## config.mk

```make
export PLATFORM = sky130hd
export DESIGN_NAME = pipe_stage_regs
export DESIGN_NICKNAME = d
export VERILOG_FILES = /design/src/rtl/pipe_stage_regs.sv
export SDC_FILE = /design/constraint.sdc
export NUM_CORES = 1
export LEC_CHECK = 0
export ABC_AREA = 1
export BUFFER_PORTS_ARGS = -buffer_cell sky130_fd_sc_hd__buf_2
export CORE_ASPECT_RATIO = 1.5
export CORE_MARGIN = 2
export CORE_UTILIZATION = 25
export CTS_CLUSTER_DIAMETER = 40
export CTS_CLUSTER_SIZE = 10
export DETAILED_ROUTE_END_ITERATION = 8
export HOLD_SLACK_MARGIN = 0.1
export SLEW_MARGIN = 20
export SYNTH_ARGS = -nofsm -noshare
export SYNTH_HDL_FRONTEND = slang
export SYNTH_SLANG_ARGS = --single-unit
```

## constraint.sdc

```tcl
create_clock -name clk -period 3.89 [get_ports clk]
set_clock_uncertainty 0.1 [all_clocks]
set_input_delay 0.1945 -clock clk [delete_from_list [all_inputs] [get_ports clk]]
set_output_delay 0.1945 -clock clk [all_outputs]
set_load 0.05 [all_outputs]
```

## src/rtl/pipe_stage_regs.sv

```systemverilog
// PC, IF/ID and ID/EX pipeline registers for the 5-stage MIPS core, applying hazard-unit hold/bubble/redirect.
// Optional saturating stall/flush event counters are built only when PIPE_PERF_CNT_EN is defined.
module pipe_stage_regs #(
  parameter int              WIDTH    = 32,
  parameter int              CTRL_W   = 10,
  parameter logic [WIDTH-1:0] RESET_PC = 32'h00400000,
  parameter int              CNT_W    = 32
) (
  input  logic              clk,
  input  logic              rst,
  input  logic              StallF,
  input  logic              StallD,
  input  logic              FlushE,
  input  logic              PCSrcD,
  input  logic [WIDTH-1:0]  PCBranchD,
  input  logic [31:0]       InstrF,
  output logic [WIDTH-1:0]  PCF,
  output logic [31:0]       InstrD,
  output logic [WIDTH-1:0]  PCPlus4D,
  output logic              ValidD,
  input  logic [CTRL_W-1:0] CtrlD,
  input  logic [WIDTH-1:0]  RD1D,
  input  logic [WIDTH-1:0]  RD2D,
  input  logic [WIDTH-1:0]  SignImmD,
  input  logic [4:0]        RsD,
  input  logic [4:0]        RtD,
  input  logic [4:0]        RdD,
  output logic [CTRL_W-1:0] CtrlE,
  output logic [WIDTH-1:0]  RD1E,
  output logic [WIDTH-1:0]  RD2E,
  output logic [WIDTH-1:0]  SignImmE,
  output logic [4:0]        RsE,
  output logic [4:0]        RtE,
  output logic [4:0]        RdE,
  output logic              ValidE,
  output logic [CNT_W-1:0]  StallCount,
  output logic [CNT_W-1:0]  FlushCount
);

  logic [WIDTH-1:0]  pcF_r;
  logic [WIDTH-1:0]  pcPlus4F_s;
  logic [WIDTH-1:0]  pcNext_s;
  logic [31:0]       instrD_r;
  logic [31:0]       instrDNext_s;
  logic [WIDTH-1:0]  pcPlus4D_r;
  logic [WIDTH-1:0]  pcPlus4DNext_s;
  logic              validD_r;
  logic              validDNext_s;
  logic [CTRL_W-1:0] ctrlE_r;
  logic [WIDTH-1:0]  rd1E_r;
  logic [WIDTH-1:0]  rd2E_r;
  logic [WIDTH-1:0]  signImmE_r;
  logic [4:0]        rsE_r;
  logic [4:0]        rtE_r;
  logic [4:0]        rdE_r;
  logic              validE_r;

  // Sequential PC + 4 wraps naturally modulo 2^WIDTH.
  assign pcPlus4F_s = pcF_r + WIDTH'(3'd4);

  // Next fetch PC: hold on StallF, else redirect or fall through.
  always_comb begin
    pcNext_s = pcF_r;
    if (StallF) begin
      pcNext_s = pcF_r;
    end else if (PCSrcD) begin
      pcNext_s = PCBranchD;
    end else begin
      pcNext_s = pcPlus4F_s;
    end
  end

  // Next IF/ID contents: a stall beats a redirect, so a pending branch is taken once the stall releases.
  always_comb begin
    instrDNext_s   = instrD_r;
    pcPlus4DNext_s = pcPlus4D_r;
    validDNext_s   = validD_r;
    if (StallD) begin
      instrDNext_s   = instrD_r;
      pcPlus4DNext_s = pcPlus4D_r;
      validDNext_s   = validD_r;
    end else if (PCSrcD) begin
      instrDNext_s   = 32'h0000_0000;
      pcPlus4DNext_s = {WIDTH{1'b0}};
      validDNext_s   = 1'b0;
    end else begin
      instrDNext_s   = InstrF;
      pcPlus4DNext_s = pcPlus4F_s;
      validDNext_s   = 1'b1;
    end
  end

  // F and D stage registers.
  always_ff @(posedge clk) begin
    if (rst) begin
      pcF_r      <= RESET_PC;
      instrD_r   <= 32'h0000_0000;
      pcPlus4D_r <= {WIDTH{1'b0}};
      validD_r   <= 1'b0;
    end else begin
      pcF_r      <= pcNext_s;
      instrD_r   <= instrDNext_s;
      pcPlus4D_r <= pcPlus4DNext_s;
      validD_r   <= validDNext_s;
    end
  end

  // ID/EX register: no hold path, a bubble is an all-zero bundle (no RegWrite, no MemWrite).
  always_ff @(posedge clk) begin
    if (rst || FlushE) begin
      ctrlE_r    <= {CTRL_W{1'b0}};
      rd1E_r     <= {WIDTH{1'b0}};
      rd2E_r     <= {WIDTH{1'b0}};
      signImmE_r <= {WIDTH{1'b0}};
      rsE_r      <= 5'd0;
      rtE_r      <= 5'd0;
      rdE_r      <= 5'd0;
      validE_r   <= 1'b0;
    end else begin
      ctrlE_r    <= CtrlD;
      rd1E_r     <= RD1D;
      rd2E_r     <= RD2D;
      signImmE_r <= SignImmD;
      rsE_r      <= RsD;
      rtE_r      <= RtD;
      rdE_r      <= RdD;
      validE_r   <= validD_r;
    end
  end

  assign PCF      = pcF_r;
  assign InstrD   = instrD_r;
  assign PCPlus4D = pcPlus4D_r;
  assign ValidD   = validD_r;
  assign CtrlE    = ctrlE_r;
  assign RD1E     = rd1E_r;
  assign RD2E     = rd2E_r;
  assign SignImmE = signImmE_r;
  assign RsE      = rsE_r;
  assign RtE      = rtE_r;
  assign RdE      = rdE_r;
  assign ValidE   = validE_r;

`ifdef PIPE_PERF_CNT_EN
  localparam logic [CNT_W-1:0] CNT_MAX = {CNT_W{1'b1}};

  logic [CNT_W-1:0] stallCount_r;
  logic [CNT_W-1:0] flushCount_r;
  logic             bubble_s;

  // At most one flush event per cycle even when both bubble sources fire together.
  assign bubble_s = FlushE | (PCSrcD & ~StallD);

  // Saturating event counters.
  always_ff @(posedge clk) begin
    if (rst) begin
      stallCount_r <= {CNT_W{1'b0}};
      flushCount_r <= {CNT_W{1'b0}};
    end else begin
      if (StallD && (stallCount_r != CNT_MAX)) begin
        stallCount_r <= stallCount_r + CNT_W'(1'b1);
      end else begin
        stallCount_r <= stallCount_r;
      end
      if (bubble_s && (flushCount_r != CNT_MAX)) begin
        flushCount_r <= flushCount_r + CNT_W'(1'b1);
      end else begin
        flushCount_r <= flushCount_r;
      end
    end
  end

  assign StallCount = stallCount_r;
  assign FlushCount = flushCount_r;
`else
  assign StallCount = {CNT_W{1'b0}};
  assign FlushCount = {CNT_W{1'b0}};
`endif

endmodule
```

==> results.md <==
- The relative slew slack is 43.1%.
- The maximum number of pins on one net before global-route repair is 71.
- Input and output buffers added on the ports amount to 409.
- The flow ran to the end, and the final reports show no timing, DRC or antenna violations.
- The worst register-to-register path begins at PCF[8]$_SDFFE_PP0N_.
- The cts-stage hold buffer count is 214.
- In this run the deepest clock path goes through 3 buffers.
- Once the floorplan was initialized, standard cells occupied 25.2% of the core.
- The top fanout value on the critical path is 45.
- Clock-pin slew was measured on the worst setup and hold paths at 0.05 ns.
- The first detailed-routing pass ran for 5 iterations.
- The share of the cycle needed by the critical path after routing is 74.5%.
- The initial antenna violation count was 0.
- The data required time of the critical path is 4.23 ns.
- Setup repair after global routing left no endpoint under its margin.
- The TritonCTS clock tree is yes.
- STA classifies the critical path startpoint as an input port.
- The max-slew violation total from the final report came to 0.
- The top cell types in the final layout, fill and taps aside, are sky130_fd_sc_hd__buf_2 (409), sky130_fd_sc_hd__dfxtp_1 (219), sky130_fd_sc_hd__dlygate4sd3_1 (214), sky130_fd_sc_hd__nand2_1 (209), sky130_fd_sc_hd__inv_1 (178).
- Grouping stages by cell kind, the critical path spends the most delay in buffers and inverters.
- The delay of the slowest cell on the worst path is 0.73 ns.
- The register bit total from synthesis is 219.
- Yosys printed 0 warnings.
- Of the synthesized area, sequential elements account for 51.0%.
- The final-report hold violation count was 0.
- The count of nets left with antenna violations once routing finished came out at 0.
- In this run the mean area of a mapped cell was 7.56 µm².
- The number of instances resized during post-cts repair is 0.
- The fraction of layout cells with a size suffix above 1 is 28.6%.
- The total power consumption of the routed design is 0.00649 W.
- The worst path in the final design needs a cycle of 2.90 ns, including I/O delays and setup.
- The insertion delay of the later-clocked pin in the worst-skew pair is 0.50 ns.
- The final-layout setup total negative slack is 0 ns.
- In this run the cell area measured after placement is 10800 µm².
- Synthesis handed over a netlist of 1137 instances.
- The overall track demand over capacity in global routing is 17.7%.
- In the final design database the tool counted 1943 nets.
- 474 I/O pins were placed.
- Row generation in the floorplan step produced 83 rows.
- After routing the design area is 14000 µm².
- The worst hold path terminates at PCF[3]$_SDFFE_PP0N_.
- The worst setup path is captured at a flip-flop.
- Post-CTS timing repair inserted 0 buffers for setup.
- The setup violation total in the final timing report is 0.
- The worst hold path cell count is 4.
- The path class of the tightest hold or removal check is input port to flip-flop.
- At the pin with the least slew margin, the transition time is 0.852 ns.
- At the end of routability-driven placement, the weighted congestion stood at 0.903.
- Across all hold checks on the routed design, the worst slack comes to 0.144 ns.
- The number of buffer and inverter stages on the critical path is 6.
- The worst hold path begins at StallF.
- The number of antenna repair diodes is 0.
- The number of cells traversed by the worst register-to-register path is 10.
- The synthesized design contains 0 enable-type register cells.
- The number of maximum-capacitance violations is 0.
- Summed over all nets, the half-perimeter wirelength after detailed placement is 22800 µm.
- Dividing the detail-routed via count by the number of cells gives 4.25.
- The data arrival time at the worst-slack endpoint is 3.24 ns.
- Yosys mapped the design onto 37 distinct sky130hd cell types.
- After floorplanning, the core was sized to cover 34100 µm².
- The most common library cell in the layout ignoring fill and taps is sky130_fd_sc_hd__buf_2.
- The async set-or-reset flop fraction in the synthesized netlist is 0%.
- In the synthesized netlist the dominant register cell turns out to be sky130_fd_sc_hd__dfxtp_1.
- In this run the power density over the cells is 464 nW/µm².
- Wires add up to 32900 µm.
- In the final routed layout, each cell accounts on average for 15.0 µm.
- TritonCTS created 34 clock buffers.
- The first global-routing pass estimated 49600 µm of wire.
- The number of sinks handled by clock tree synthesis is 219.
- The critical path goes through dlygate4sd3_1, buf_2, inv_2, nor2_2, buf_4, nand2_1, o21ai_1, inv_1, a21oi_1, dlygate4sd3_1.
- After detailed routing, the number of remaining DRC violations is 0.
- The end of the worst register-to-register path is PCF[13]$_SDFFE_PP0N_.
- Measured along the y axis, the die boundary spans 231 µm.
- The post-synthesis to final-layout area growth is 62.8%.
- The most numerous cell type found on the critical path is sky130_fd_sc_hd__dlygate4sd3_1.
- For this block, the via count after detailed routing is 9320.
- Derived from the worst setup path, the maximum achievable clock frequency is 345 MHz.
- The slowest stage of the critical path belongs to the cell sky130_fd_sc_hd__nor2_2.
- The leakage power of the design is 7.17 nW.
- Setup slack on the worst reg-to-reg path comes out at 1.53 ns.
- The post-synthesis instance area is 8600 µm².
- The via count of the first global-routing pass is 9563.
- The floorplan step set the die width to 155 µm.
- The number of DRC markers after the initial detailed-route iteration is 438.
- The worst supply voltage drop on vdd is 0.306 mV.
- The category of the most critical setup path is input port to flip-flop.
- The overflow left after global routing is 0.
- The buffer type at the clock tree root is sky130_fd_sc_hd__clkbuf_16.
- The overall die area is 35900 µm².
- In this run the number of H-tree levels came out at 2.
worst max-delay path by stage:
| stage | start | to | depth (start not counted) |
|---|---|---|---|
| 2_1_floorplan | PCF[3]$_SDFFE_PP0N_ | PCPlus4D[22]$_SDFFE_PP0N_ | 9 |
| 3_3_place_gp | PCSrcD | PCF[16]$_SDFFE_PP0N_ | 8 |
| 3_5_place_dp | PCSrcD | PCF[11]$_SDFFE_PP0N_ | 8 |
| 6_report | PCSrcD | PCF[12]$_SDFFE_PP0N_ | 10 |
| 5_1_grt | PCSrcD | PCF[12]$_SDFFE_PP0N_ | 10 |
| 4_1_cts | PCSrcD | PCF[12]$_SDFFE_PP0N_ | 10 |
worst reg2reg max path, delay by kind of cell (launching register included):
family                 cells  cell delay [ns]
AOI/OAI and AO/OA          1             0.05
DFF                        1             0.44
buffers and inverters      1             0.60
and+or+nand+nor            8             1.05
cell usage after synthesis (3+ instances only):
library cell | number | area (µm²)
sky130_fd_sc_hd__nor2_4 | 7 | 78.8
sky130_fd_sc_hd__dfxtp_1 | 219 | 4380
sky130_fd_sc_hd__a22o_1 | 3 | 26.3
sky130_fd_sc_hd__nand2_1 | 209 | 785
sky130_fd_sc_hd__inv_2 | 5 | 18.8
sky130_fd_sc_hd__buf_2 | 20 | 100
sky130_fd_sc_hd__inv_1 | 178 | 668
sky130_fd_sc_hd__clkbuf_1 | 27 | 101
sky130_fd_sc_hd__nand2_4 | 3 | 33.8
sky130_fd_sc_hd__xor2_2 | 3 | 48.8
sky130_fd_sc_hd__buf_4 | 65 | 488
sky130_fd_sc_hd__a21oi_1 | 88 | 440
sky130_fd_sc_hd__nand2_2 | 6 | 37.5
sky130_fd_sc_hd__a31oi_1 | 4 | 25.0
sky130_fd_sc_hd__nor2_2 | 7 | 43.8
sky130_fd_sc_hd__nand4_1 | 6 | 37.5
sky130_fd_sc_hd__o21ai_0 | 55 | 275
sky130_fd_sc_hd__nor2_1 | 177 | 664
sky130_fd_sc_hd__nand3_1 | 32 | 160
kinds of logic (layout without fill, tap and decap cells):
| family | Yosys count | count (layout) | synth area share (%) |
|---|---|---|---|
| AOI/OAI and AO/OA | 159 | 159 | 9.75 |
| xor gates and xnor gates | 4 | 4 | 0.669 |
| adders and majority gates | 1 | 1 | 0.145 |
| buffers and inverters | 300 | 866 | 16.3 |
| DFF | 219 | 219 | 51.0 |
| other | 1 | 64 | 0.0436 |
| and+or+nand+nor | 453 | 453 | 22.1 |
layer usage:
metal  track usage, %  share of wire (%)  routed length (µm)  vias up
met5                0              0.024                   8        -
met4             14.4                8.8                2880        2
met3             4.54                7.5                2480      136
met2             30.4                 49               16100      455
met1             17.9                 35               11500     4188
li1                 -                  -                   -     4539
cell type report:
class,count,area [µm²]
Fill cell,3356,20100
Sequential cell,219,4380
Timing Repair Buffer,630,4250
Multi-Input combinational cell,681,3050
Clock buffer,37,883
Inverter,185,694
Tap cell,425,532
Clock inverter,14,203
flip-flops by register name (all words and copies together), names as in the netlist:
| name | count |
|---|---|
| InstrD | 32 |
| RD1E | 32 |
| SignImmE | 32 |
| RdE | 5 |
| PCF | 32 |
| PCPlus4D | 32 |
| ValidD | 1 |
| RD2E | 32 |
| ValidE | 1 |
| CtrlE | 10 |
| RtE | 5 |
| RsE | 5 |
where the power goes:
part	switching (W)	internal, W	leakage, nW
clock network	0.00108	0.00190	0.528
registers	0.0000568	0.00234	1.80
logic	0.000775	0.000340	4.84
metrics by stage:
stage               setup slack (ns)  util (%)  std cells
finish                         0.993      41.1       2191
global route                   0.828      41.1       2191
CTS                             1.04      41.1       2191
detailed placement              1.60      31.6       1926
global placement                1.66      31.6       1926
floorplan                       1.95         -       1200
No activity file was read; power rests on OpenSTA's default activity.
